[src/rtl/can_fd_crc_field_rx_pkg.sv]
// Shared types and helpers for the CAN FD receive CRC-field extractor.
package can_fd_pkg;

    typedef enum logic [1:0] {
        IDLE = 2'd0,
        SBC  = 2'd1,
        CRC  = 2'd2,
        DONE = 2'd3
    } can_fd_state_e;

    localparam int CAN_FD_SBC_W   = 4;
    localparam int CAN_FD_CRC17_W = 17;
    localparam int CAN_FD_CRC21_W = 21;

    function automatic logic [2:0] gray3_to_bin(input logic [2:0] g);
        return {g[2], g[2] ^ g[1], g[2] ^ g[1] ^ g[0]};
    endfunction

endpackage

[src/rtl/can_fd_crc_field_rx_sbc_decode.sv]
// Registered stuff-count decoder: loads Gray bits plus parity on a strobe,
// outputs the binary count and an even-parity error flag.
module can_fd_sbc_decode
    import can_fd_pkg::*;
#(
    parameter int SBC_W = CAN_FD_SBC_W
) (
    input  logic             clk,
    input  logic             rst_n,
    input  logic             i_clr,
    input  logic             i_load,
    input  logic [SBC_W-1:0] i_bits,
    output logic [2:0]       o_cnt,
    output logic             o_parity_err
);

    logic [2:0] r_cnt;
    logic       r_parity_err;

    always_ff @(posedge clk or negedge rst_n) begin
        if (!rst_n) begin
            r_cnt        <= 3'd0;
            r_parity_err <= 1'b0;
        end else if (i_clr) begin
            r_cnt        <= 3'd0;
            r_parity_err <= 1'b0;
        end else if (i_load) begin
            // Gray bits arrive first (MSB side); the last field bit is parity.
            r_cnt        <= gray3_to_bin(i_bits[SBC_W-1:SBC_W-3]);
            r_parity_err <= ^i_bits;
        end
    end

    assign o_cnt        = r_cnt;
    assign o_parity_err = r_parity_err;

endmodule

[src/rtl/can_fd_crc_field_rx.sv]
// CAN FD receive CRC-field destuffer/extractor: checks and drops fixed stuff
// bits, decodes the stuff count, captures CRC17/CRC21. Abort: CAN_FD_CRC_RX_ERR_ABORT_EN.
module can_fd_crc_field_rx
    import can_fd_pkg::*;
#(
    parameter int STUFF_PERIOD = 5,
    parameter int CRC_S_W      = CAN_FD_CRC17_W,
    parameter int CRC_L_W      = CAN_FD_CRC21_W,
    parameter int SBC_W        = CAN_FD_SBC_W
) (
    input  logic               clk,
    input  logic               rst_n,
    input  logic               start,
    input  logic               crc21_sel,
    input  logic               last_bit_i,
    input  logic               enable,
    input  logic               data,
    output logic               busy,
    output logic               done,
    output logic [CRC_L_W-1:0] crc_o,
    output logic [2:0]         stuff_cnt_o,
    output logic               sbc_parity_err,
    output logic               fixed_stuff_err,
    output logic               fixed_stuff_err_sticky,
    output logic [1:0]         dbg_state
);

    localparam int PH_W  = $clog2(STUFF_PERIOD);
    localparam int CNT_W = $clog2(CRC_L_W + 1);

    can_fd_state_e      r_state;
    logic [PH_W-1:0]    r_phase;
    logic [CNT_W-1:0]   r_dcnt;
    logic               r_prev;
    logic               r_sel;
    logic [SBC_W-2:0]   r_sbc_sr;
    logic [CRC_L_W-1:0] r_crc;
    logic               r_busy;
    logic               r_done;
    logic               r_fse;
    logic               r_sticky;

    logic               w_active;
    logic               w_step;
    logic               w_stuff;
    logic               w_viol;
    logic               w_data_step;
    logic [CNT_W-1:0]   w_crc_last_idx;
    logic               w_sbc_last;
    logic               w_crc_last;
    logic [SBC_W-1:0]   w_sbc_bits;

    // start always wins over a coincident enable.
    assign w_active       = (r_state == SBC) || (r_state == CRC);
    assign w_step         = enable && w_active && !start;
    assign w_stuff        = (r_phase == '0);
    assign w_viol         = w_step && w_stuff && (data == r_prev);
    assign w_data_step    = w_step && !w_stuff;
    assign w_crc_last_idx = r_sel ? CNT_W'(CRC_L_W - 1) : CNT_W'(CRC_S_W - 1);
    assign w_sbc_last     = w_data_step && (r_state == SBC) && (r_dcnt == CNT_W'(SBC_W - 1));
    assign w_crc_last     = w_data_step && (r_state == CRC) && (r_dcnt == w_crc_last_idx);
    assign w_sbc_bits     = {r_sbc_sr, data};

    always_ff @(posedge clk or negedge rst_n) begin
        if (!rst_n) begin
            r_state  <= IDLE;
            r_phase  <= '0;
            r_dcnt   <= '0;
            r_prev   <= 1'b0;
            r_sel    <= 1'b0;
            r_sbc_sr <= '0;
            r_crc    <= '0;
            r_busy   <= 1'b0;
            r_done   <= 1'b0;
            r_fse    <= 1'b0;
            r_sticky <= 1'b0;
        end else begin
            r_fse <= w_viol;
            if (start) begin
                r_state  <= SBC;
                r_phase  <= '0;
                r_dcnt   <= '0;
                r_prev   <= last_bit_i;
                r_sel    <= crc21_sel;
                r_sbc_sr <= '0;
                r_crc    <= '0;
                r_busy   <= 1'b1;
                r_done   <= 1'b0;
                r_sticky <= 1'b0;
            end else begin
                if (w_viol) begin
                    r_sticky <= 1'b1;
                end
                if (w_step) begin
                    r_prev  <= data;
                    r_phase <= (r_phase == PH_W'(STUFF_PERIOD - 1)) ? '0 : r_phase + 1'b1;
                end
                if (w_data_step) begin
                    if (r_state == SBC) begin
                        r_sbc_sr <= {r_sbc_sr[SBC_W-3:0], data};
                        if (w_sbc_last) begin
                            r_state <= CRC;
                            r_dcnt  <= '0;
                        end else begin
                            r_dcnt <= r_dcnt + 1'b1;
                        end
                    end else begin
                        r_crc <= {r_crc[CRC_L_W-2:0], data};
                        if (w_crc_last) begin
                            r_state <= DONE;
                            r_busy  <= 1'b0;
                            r_done  <= 1'b1;
                        end else begin
                            r_dcnt <= r_dcnt + 1'b1;
                        end
                    end
                end
`ifdef CAN_FD_CRC_RX_ERR_ABORT_EN
                if (w_viol) begin
                    r_state <= IDLE;
                    r_busy  <= 1'b0;
                end
`endif
                if (r_state == DONE) begin
                    r_state <= IDLE;
                    r_done  <= 1'b0;
                end
            end
        end
    end

    can_fd_sbc_decode #(
        .SBC_W (SBC_W)
    ) u_sbc_decode (
        .clk          (clk),
        .rst_n        (rst_n),
        .i_clr        (start),
        .i_load       (w_sbc_last),
        .i_bits       (w_sbc_bits),
        .o_cnt        (stuff_cnt_o),
        .o_parity_err (sbc_parity_err)
    );

    assign busy                   = r_busy;
    assign done                   = r_done;
    assign crc_o                  = r_crc;
    assign fixed_stuff_err        = r_fse;
    assign fixed_stuff_err_sticky = r_sticky;
    assign dbg_state              = r_state;

endmodule

[config.mk]
export PLATFORM = sky130hd
export DESIGN_NAME = can_fd_crc_field_rx
export DESIGN_NICKNAME = d
export VERILOG_FILES = /design/src/rtl/can_fd_crc_field_rx_pkg.sv /design/src/rtl/can_fd_crc_field_rx_sbc_decode.sv /design/src/rtl/can_fd_crc_field_rx.sv
export SDC_FILE = /design/constraint.sdc
export NUM_CORES = 1
export LEC_CHECK = 0
export CAP_MARGIN = 0
export CORE_MARGIN = 8
export CORE_UTILIZATION = 43
export DETAILED_ROUTE_END_ITERATION = 12
export PLACE_DENSITY = 0.76
export SLEW_MARGIN = 25
export SYNTH_ARGS = -nofsm -noshare
export SYNTH_HDL_FRONTEND = slang
export SYNTH_HIERARCHICAL = 1
export SYNTH_SLANG_ARGS = --single-unit
[constraint.sdc]
create_clock -name clk -period 2.2 [get_ports clk]
set_clock_uncertainty 0.15 [all_clocks]
set_input_delay 0.55 -clock clk [delete_from_list [all_inputs] [get_ports clk]]
set_output_delay 0.55 -clock clk [all_outputs]
set_load 0.01 [all_outputs]
==> flow_summary.yaml <==
yosys:
  syn_area_per_cell_sq_um: 10.1
  yosysTopAreaCellShare: 0.509
  ys_top_cells_by_area: "dfrtp_1 51%, nand2b_1 6.9%, o21ai_0 5.3%"
  synth_cell_types: 40
  ys_seq_elements: 44
  synth_cells: 214
  synth_warnings: 6
  synth_ff_type: "dfrtp_1"
  syn_nets: 228
  syn_area_sq_um: 2160
  synth_top_area_cell: "dfrtp_1"
  yosysSeqAreaShare: 0.509
  synth_edf_count: 0
  async_flop_share: 1.00
placed_design:
  io_buffer_count: 37
  dpl_worst_slack_ns: -0.0510
  hpwl_mm: 3.17
  gp_congestion: 0.815
finish:
  regArea_sq_um: 1100
  multi_input_area_sq_um: 950
  final_core_util: 0.554
  drive_gt1_frac: 0.119
  n_antenna_cell: 0
  fillerInstances: 447
  fin_nets: 274
  areaGrowthSynthToFinish_pct: 27.5
  layout_common_cells: "44 x dfrtp_1, 36 x clkdlybuf4s50_1, 30 x nand2_1"
  layout_commonest_cell: "dfrtp_1"
critical_path:
  rr_startpoint: "dbg_state[0]"
  path_cells: "clkdlybuf4s50_1"
  reg2reg_slack_ns: 0.25
  r2r_end: "crc_o[9]"
  crit_arrival_ns: 1.28
  rr_worst_depth: 6
  critPathSlowestCell: "clkdlybuf4s50_1"
  path_buf_inv: 1
  crit_path_end_kind: "output port"
  start_kind: "flop"
  max_stage_delay_ns: 0.57
  critPathMaxFanout: 5
  cp_top_family: "buffers and inverters"
  worst-endpoint-required_ns: 1.50
  crit_path_start: "dbg_state[1]"
  worst-setup-path-type: "flop to output port"
route:
  avgViaCountPerCell: 4.93
  drc: 0
  dr.pass1.iters: 4
  routed_wl_mm: 4.42
  first_iter_violations: 81
  route.vias.total: 1633
  antenna_left: 0
  avgRoutedWirePerCell_um: 13.3
grt:
  grt_max_degree: 45
  antenna_found_initial: 0
  grt_pass1_wl_mm: 7.48
  grt_pass1_vias: 1637
  grt_overflow: 0
  gr-usage-all-layers: 0.124
clocking:
  cts_tree: "built"
  cts_sinks: 44
  clk_path_buf_depth: 2
  clock-root-buffer: "clkbuf_8"
  cts_setup_buffers: 0
  cts_hold_buffers: 0
  numCtsBuffers: 5
  cts.clk_slew.worst_paths_ns: 0.08
  clk-insertion-delay-late_ns: 0.30
  h-tree-depth: 2
  cts_resized: 0
floorplanning:
  dieArea_sq_um: 7550
  row_count: 26
  boundaryPins: 38
  core_area_sq_um: 4980
  chipHeight_um: 86.9
  start_util: 0.434
  die_w_um: 86.9
timing:
  drv_slew: 0
  min_period_ns: 1.98
  slew_headroom: 0.632
  fin_crit_sh: 0.899
  fmaxAchievable_mhz: 506
  setup_viol: 0
  fin_ws_ns: 0.222
  rsz0062_at_grt: "false"
  hold_viol: 0
  tightest_slew_ns: 0.552
pwr:
  p_leak_nw: 1.16
  powerDensity_nw_per_um2: 593
  power_mw: 1.63
  vdd_ir_drop_max_mv: 0.398
run:
  drv_cap: 0
hold_path:
  hp-class: "input port to asynchronous set/reset pin"
status:
  status: "complete, no violations"
==> layout make-up <==
class / count / area share
Multi-Input combinational cell: 150 / 0.345
Inverter: 9 / 0.0123
Timing Repair Buffer: 50 / 0.168
Clock buffer: 6 / 0.0300
Tap cell: 70 / 0.0318
Clock inverter: 2 / 0.0141
Sequential cell: 44 / 0.399
==> logic make-up (layout without fill, tap and decap cells) <==
group                      after synthesis  in the layout  share of synthesized area
adders and majority gates                7              7                     0.0405
muxes                                    4              4                     0.0191
and+or+nand+nor                         82             82                      0.202
xor gates and xnor gates                 7              7                     0.0347
buffers and inverters                   20             67                     0.0544
DFF                                     44             44                      0.509
AOI/OAI and AO/OA                       50             50                      0.140
==> where the power goes <==
part	internal, mW	switching, mW
Combinational	0.0685	0.0854
Clock	0.371	0.276
Sequential	0.822	0.0115
==> through the flow <==
step | setup TNS, ns | hold slack, ns | area, sq um | std cells
after floorplan | 0 | 0.104 | 2160 | 214
after global placement | 0 | 0.316 | 2630 | 323
after detailed placement | -0.503 | 0.319 | 2630 | 323
after CTS | 0 | 0.184 | 2750 | 331
after global routing | 0 | 0.206 | 2760 | 331
final | 0 | 0.164 | 2760 | 331
==> worst reg2reg max path: cells and delay by family, from the launching register on <==
family / cells / cell delay [ns]
AOI/OAI and AO/OA: 1 / 0.12
adders and majority gates: 1 / 0.31
buffers and inverters: 2 / 0.37
DFF: 1 / 0.40
and+or+nand+nor: 2 / 0.48
==> how the worst max path moves through the flow <==
stage	end	slack (ns)	cells after the start
after detailed placement	crc_o[9]	-0.05	6
after global routing	u_sbc_decode/o_cnt[1]	0.05	7
after floorplan	u_sbc_decode/o_cnt[2]	0.16	9
final	dbg_state[1]	0.22	1
after global placement	crc_o[4]	0.03	6
after CTS	u_sbc_decode/o_cnt[2]	0.16	7
==> synthesized netlist by cell type, types with 2 or more instances <==
| cell | instances |
|---|---|
| dfrtp_1 | 44 |
| nand2_1 | 30 |
| nand2b_1 | 24 |
| o21ai_0 | 23 |
| nor2_1 | 11 |
| a21oi_1 | 10 |
| inv_1 | 9 |
| ha_1 | 7 |
| nand3_1 | 6 |
| buf_6 | 5 |
| clkbuf_1 | 4 |
| xor2_1 | 4 |
| mux2i_1 | 3 |
| a211oi_1 | 2 |
| nand4b_1 | 2 |
| nor2b_1 | 2 |
| nor3_1 | 2 |
| o21a_1 | 2 |
| o2bb2ai_1 | 2 |
| xnor2_1 | 2 |
==> registers in the layout, indices dropped and copies added (netlist names) <==
register and cells:
u_sbc_decode/o_parity_err 1, r_phase 3, crc_o 21, r_sbc_sr 3, r_prev 1, fixed_stuff_err 1, fixed_stuff_err_sticky 1, dbg_state 2
r_dcnt 5, u_sbc_decode/o_cnt 3, busy 1, done 1, r_sel 1
==> metal layers <==
| metal | part of all wire | GRT usage |
|---|---|---|
| met1 | 0.46 | 0.150 |
| met2 | 0.47 | 0.203 |
| met3 | 0.064 | 0.0340 |
| met4 | 0.0070 | 0.0501 |
| met5 | 0 | 0 |
Power figures use the tool's default switching activity.
==> RTL change 1 (same settings) <==
`STUFF_PERIOD`: 5 -> 4.
--- a/src/rtl/can_fd_crc_field_rx.sv
+++ b/src/rtl/can_fd_crc_field_rx.sv
@@ -4,5 +4,5 @@
     import can_fd_pkg::*;
 #(
-    parameter int STUFF_PERIOD = 5,
+    parameter int STUFF_PERIOD = 4,
     parameter int CRC_S_W      = CAN_FD_CRC17_W,
     parameter int CRC_L_W      = CAN_FD_CRC21_W,
Check against the original RTL: not equivalent (a bounded check fails within 10 cycles, from zero or initial values and one cycle with rst_n low).
==> RTL change 1 against the unedited design <==
Sequential power decreased by 2.5%; critical path depth up 4; area after synthesis shrank 4.5%; routed wire length is 5.0% higher; cell area rose by 0.50%; power decreased by 10%; via count grew 1.5%; combinational power rose by 5%; sequential cell count shrank 1; count of clock-buffer cells in the layout down 1; setup slack got worse by 130 ps; global-route usage rose by 1.6 points; critical path type is now in -> reg; largest cell class unchanged.
==> RTL change 1: results (changes against the unedited design) <==
Status
The run finished with clean final reports.

Worst setup path
The register-to-register path setup slack is 110 ps (-140 ps). The endpoint identified for the worst register-to-register timing path is dbg_state[1]. The family with the most delay on the worst path is simple AND/OR/NAND/NOR gates.

The highest cell delay on the worst timing path came to 480 ps (-90 ps). The arrival time reported for the critical path endpoint is 2150 ps (+870 ps). The critical path's slowest cell is sky130_fd_sc_hd__clkdlybuf4s50_1. The critical-path maximum fanout is 2 (-3).

Timing
The final hold slack is 115 ps (-48.5 ps). The headroom to the max-slew limit is 58.7% (-4.6 points).

Logic synthesis
The proportion of synthesized area in mux cells is 2.00% (+0.089 points). The net count of the mapped netlist came to 223 (-2.2%). Ranked by total cell area, the synthesized netlist is headed by sky130_fd_sc_hd__dfrtp_1, sky130_fd_sc_hd__nand2_1, sky130_fd_sc_hd__o211ai_1.

The commonest cells after synthesis are sky130_fd_sc_hd__nand2_1, sky130_fd_sc_hd__dfrtp_1, sky130_fd_sc_hd__o211ai_1. The proportion of synthesized chip area in sequential cells is 52.1% (+1.2 points). The count of cell types in the netlist was 39 (-2.5%). The number of instances in the synthesized netlist is 210 (-1.9%). The compound-gate portion of the synthesized area is 14.1% (+0.047 points). For this run, the leading register cell type out of synthesis is sky130_fd_sc_hd__dfrtp_1. The post-synthesis share of cell area spent on full adders, half adders and majority gates came to 3.63% (-0.42 points). The xor and xnor fraction of the mapped netlist area is 3.63% (+0.16 points).

Placed design
The total half-perimeter wirelength after legalization and detailed placement is 3370 um (+6.2%). The post-placement worst setup slack is -254 ps (-203 ps). The post-detailed-placement cell area was 2670 sq um (+1.5%). The placer's final routability congestion estimate is 0.913 (+12%). The cell count after placement was 313 (-3.1%).

Global route
The met3 usage came to 3.96% (+0.56 points). The via count of the first global-routing pass is 1677 (+2.4%). The total routing usage reported by global routing is 14.0% (+1.6 points). The global-route wire length before repair is 8120 um (+8.6%). The maximum number of pins on one net before global-route repair is 29 (-36%). The met2 track demand over resource is 21.4% (+1.2 points). The met1 track demand over resource in global routing is 17.6% (+2.5 points).

Final layout
The number of nets in the finished design is 279 (+1.8%). The fraction of final layout cells sized beyond drive strength 1 is 16.9% (+5.0 points).

Routing
The total wirelength of the detailed-routed design is 4640 um (+5.0%). The final routed wire length divided by cell count is 14.4 um (+8.3%). The number of vias per cell is 5.16 (+4.6%). The initial DRC count is 88 (+8.6%).

Pwr
The maximum VDD drop is 0.280 mV (-30%). The switching share of total power is 25.2% (+2.4 points). The leakage power was 0.00127 uW (+9.6%).
## RTL change 1: cell count changes after synthesis, sizes merged, moves of 2 or more
| cell | before | now |
|---|---|---|
| a21oi | 11 | 8 |
| buf | 7 | 4 |
| clkbuf | 4 | 9 |
| nand2 | 30 | 50 |
| nand2b | 25 | 1 |
| nand3 | 6 | 4 |
| nand4 | 0 | 2 |
| nor2 | 11 | 13 |
| o211ai | 0 | 21 |
| o21a | 2 | 0 |
| o21ai | 25 | 6 |
| o2bb2ai | 2 | 0 |
## RTL change 1: worst max-delay path by stage
stage / startpoint / slack (ps) / end / cells after the start
6_report: enable / 90 / dbg_state[1] / 5
5_1_grt: enable / -30 / dbg_state[1] / 5
4_1_cts: enable / 70 / dbg_state[1] / 5
3_5_place_dp: enable / -250 / dbg_state[1] / 5
3_3_place_gp: enable / -210 / dbg_state[1] / 5
2_1_floorplan: dbg_state[0] / 7 / dbg_state[1] / 7
## RTL change 1: per-layer routing
| metal | share of wire, % | vias up | wire [um] |
|---|---|---|---|
| met1 | 48 | 775 | 2230 |
| met5 | 0 | - | 0 |
| li1 | - | 839 | - |
| met4 | 2.0 | 0 | 91 |
| met2 | 45 | 37 | 2060 |
| met3 | 5.4 | 6 | 250 |
## RTL change 1: layout make-up
class / count / area, sq um
clock buffer: 5 / 68.8
sequential: 43 / 1080
fill: 410 / 1920
timing repair buffer: 62 / 578
tap: 54 / 67.6
inverter: 8 / 30.0
multi-input combinational: 146 / 928
clock inverter: 3 / 20.0
## RTL change 1: power groups by stage
stage	combinational, uW	clock, uW	sequential [uW]
6_report	161	492	812
5_1_grt	179	551	814
4_1_cts	158	516	812
3_5_place_dp	157	0	828
3_3_place_gp	155	0	828
2_1_floorplan	77.8	0	830
==> RTL change 2 (same flow settings) <==
Made on the original files. Make the reset (`rst_n`) synchronous in 2 clocked blocks.
--- a/src/rtl/can_fd_crc_field_rx_sbc_decode.sv
+++ b/src/rtl/can_fd_crc_field_rx_sbc_decode.sv
@@ -18,5 +18,5 @@
     logic       r_parity_err;
 
-    always_ff @(posedge clk or negedge rst_n) begin
+    always_ff @(posedge clk) begin
         if (!rst_n) begin
             r_cnt        <= 3'd0;
--- a/src/rtl/can_fd_crc_field_rx.sv
+++ b/src/rtl/can_fd_crc_field_rx.sv
@@ -62,5 +62,5 @@
     assign w_sbc_bits     = {r_sbc_sr, data};
 
-    always_ff @(posedge clk or negedge rst_n) begin
+    always_ff @(posedge clk) begin
         if (!rst_n) begin
             r_state  <= IDLE;
Function: differs if rst_n is asserted again (counterexample within 4 cycles, from zero or initial values and one cycle with rst_n low); with rst_n held inactive, the same outputs for 10 cycles.
==> RTL change 2 against the unedited design <==
Critical path depth up 5; critical endpoint is now r_dcnt[3]; sequential power is 2% lower; area after synthesis is 13% lower; power fell by 9.6%; sequential cell count did not move; count of clock-buffer cells in the layout unchanged; worst hold slack better by 150 ps; cell area decreased by 7.6%; setup slack got worse by 68 ps; largest cell class is now multi-input combinational cells; routed wire length is 1.3% higher.
==> RTL change 2: results (changes against the unedited design) <==
Worst setup path
The critical path's slowest cell is sky130_fd_sc_hd__or3_1. The family with the most delay on the worst path is simple AND/OR/NAND/NOR gates. The highest cell delay on the worst timing path is 420 ps (-150 ps). The capturing point of the worst reg2reg path is r_dcnt[3].

The kind of end point of the critical path is a flop. The arrival time reported for the critical path endpoint came to 2130 ps (+850 ps).

Global route
The total routing usage reported by global routing came to 14.3% (+1.9 points). The maximum number of pins on one net before global-route repair was 22 (-51%). The global-route wire length before repair came to 7490 um (+0.19%). The via count of the first global-routing pass is 1620 (-1.0%).

Placed design
The cell count after placement is 321 (-0.62%). The post-placement worst setup slack is -117 ps (-65.9 ps). The total half-perimeter wirelength after legalization and detailed placement is 3360 um (+5.9%). The post-detailed-placement cell area is 2450 sq um (-6.8%).

Final layout
The number of nets in the finished design is 290 (+5.8%). The number of combinational gates with multiple inputs came to 158 (+5.3%). The count of non-CTS buffers in the layout is 58 (+16%). The clock tree cell share of total cell area is 3.78% (-0.62 points).

The sequential cell count is 44 (unchanged). The fraction of final layout cells sized beyond drive strength 1 was 13.4% (+1.5 points). The fill cell instance count of the final layout came to 372 (-17%).

The area used by multi-input combinational logic is 926 sq um (-2.5%).

Logic synthesis
The synthesized area per cell is 8.51 sq um (-16%). Ranked by total cell area, the synthesized netlist is headed by sky130_fd_sc_hd__dfxtp_1, sky130_fd_sc_hd__nand2_1, sky130_fd_sc_hd__a21oi_1. The dominant register cell in the synthesized netlist is sky130_fd_sc_hd__dfxtp_1.

The count of cell types in the netlist is 42 (+5.0%). The proportion of synthesized chip area in sequential cells was 46.8% (-4.1 points). The net count of the mapped netlist is 235 (+3.1%).

The proportion of synthesized flip-flops having asynchronous set or reset is 0% (-100 points).

Routing
The number of optimization iterations in the first detailed-route pass is 5 (+1). The final routed wire length divided by cell count is 13.6 um (+1.9%). The number of vias per cell is 5.17 (+4.7%). The initial DRC count is 72 (-11%).

Timing
The slew at the pin closest to its max-slew limit is 563 ps (+11.0 ps). The final hold slack is 310 ps (+146 ps). The share of the clock period used by the worst path came to 93.0% (+3.1 points).

Status
The flow ran to the end, and the final reports show no timing, DRC or antenna violations.

Pwr
The cell internal power dissipation is 1120 uW (-11%). The leakage power is 0.000893 uW (-23%). The maximum VDD drop came to 0.276 mV (-31%).

Hold path
The path class of the lowest-slack min-delay path is reg -> reg.
[RTL change 2: changes by cell type in the layout (fill, tap and decap cells not counted), moves of 7 or more]
cell / change
sky130_fd_sc_hd__a21oi_1: +20
sky130_fd_sc_hd__buf_4: +7
sky130_fd_sc_hd__dfrtp_1: -44
sky130_fd_sc_hd__dfxtp_1: +42
sky130_fd_sc_hd__nand2_1: +26
sky130_fd_sc_hd__nand2b_1: -21
sky130_fd_sc_hd__o21ai_0: -22
[RTL change 2: worst min-delay path by stage]
stage                            from           to
final                       crc_o[20]    crc_o[20]
after detailed placement    crc_o[20]    crc_o[20]
after global routing         crc_o[6]     crc_o[7]
after CTS                   crc_o[20]    crc_o[20]
after floorplan           r_sbc_sr[0]  r_sbc_sr[1]
after global placement      crc_o[20]    crc_o[20]
[RTL change 2: power by group through the flow]
stage	combinational, uW	clock, uW	sequential [uW]
finish	129	534	815
global placement	126	0	833
CTS	129	551	815
detailed placement	128	0	834
floorplan	65.5	0	834
global route	141	590	817
[RTL change 2: cell families after synthesis]
family | synth area share [%]
and+or+nand+nor | 23.1
AOI/OAI and AO/OA | 16.4
DFF | 46.8
buffers and inverters | 4.26
adders and majority gates | 4.66
xor gates and xnor gates | 3.06
muxes | 1.66
[RTL change 2: per-layer routing]
metal  track usage (%)  vias to the layer above  routed length, um
met5                 0                        -                  0
met4              5.96                        0                 68
met3              3.79                        5                218
met2              24.5                       30               2280
met1              16.5                      802               1910
li1                  -                      863                  -
[RTL change 2: metrics by stage]
stage	utilization, %	setup TNS (ps)
floorplan	-	0
global placement	57.1	-1730
detailed placement	57.1	-2370
CTS	59.3	0
global route	59.3	0
finish	59.3	0
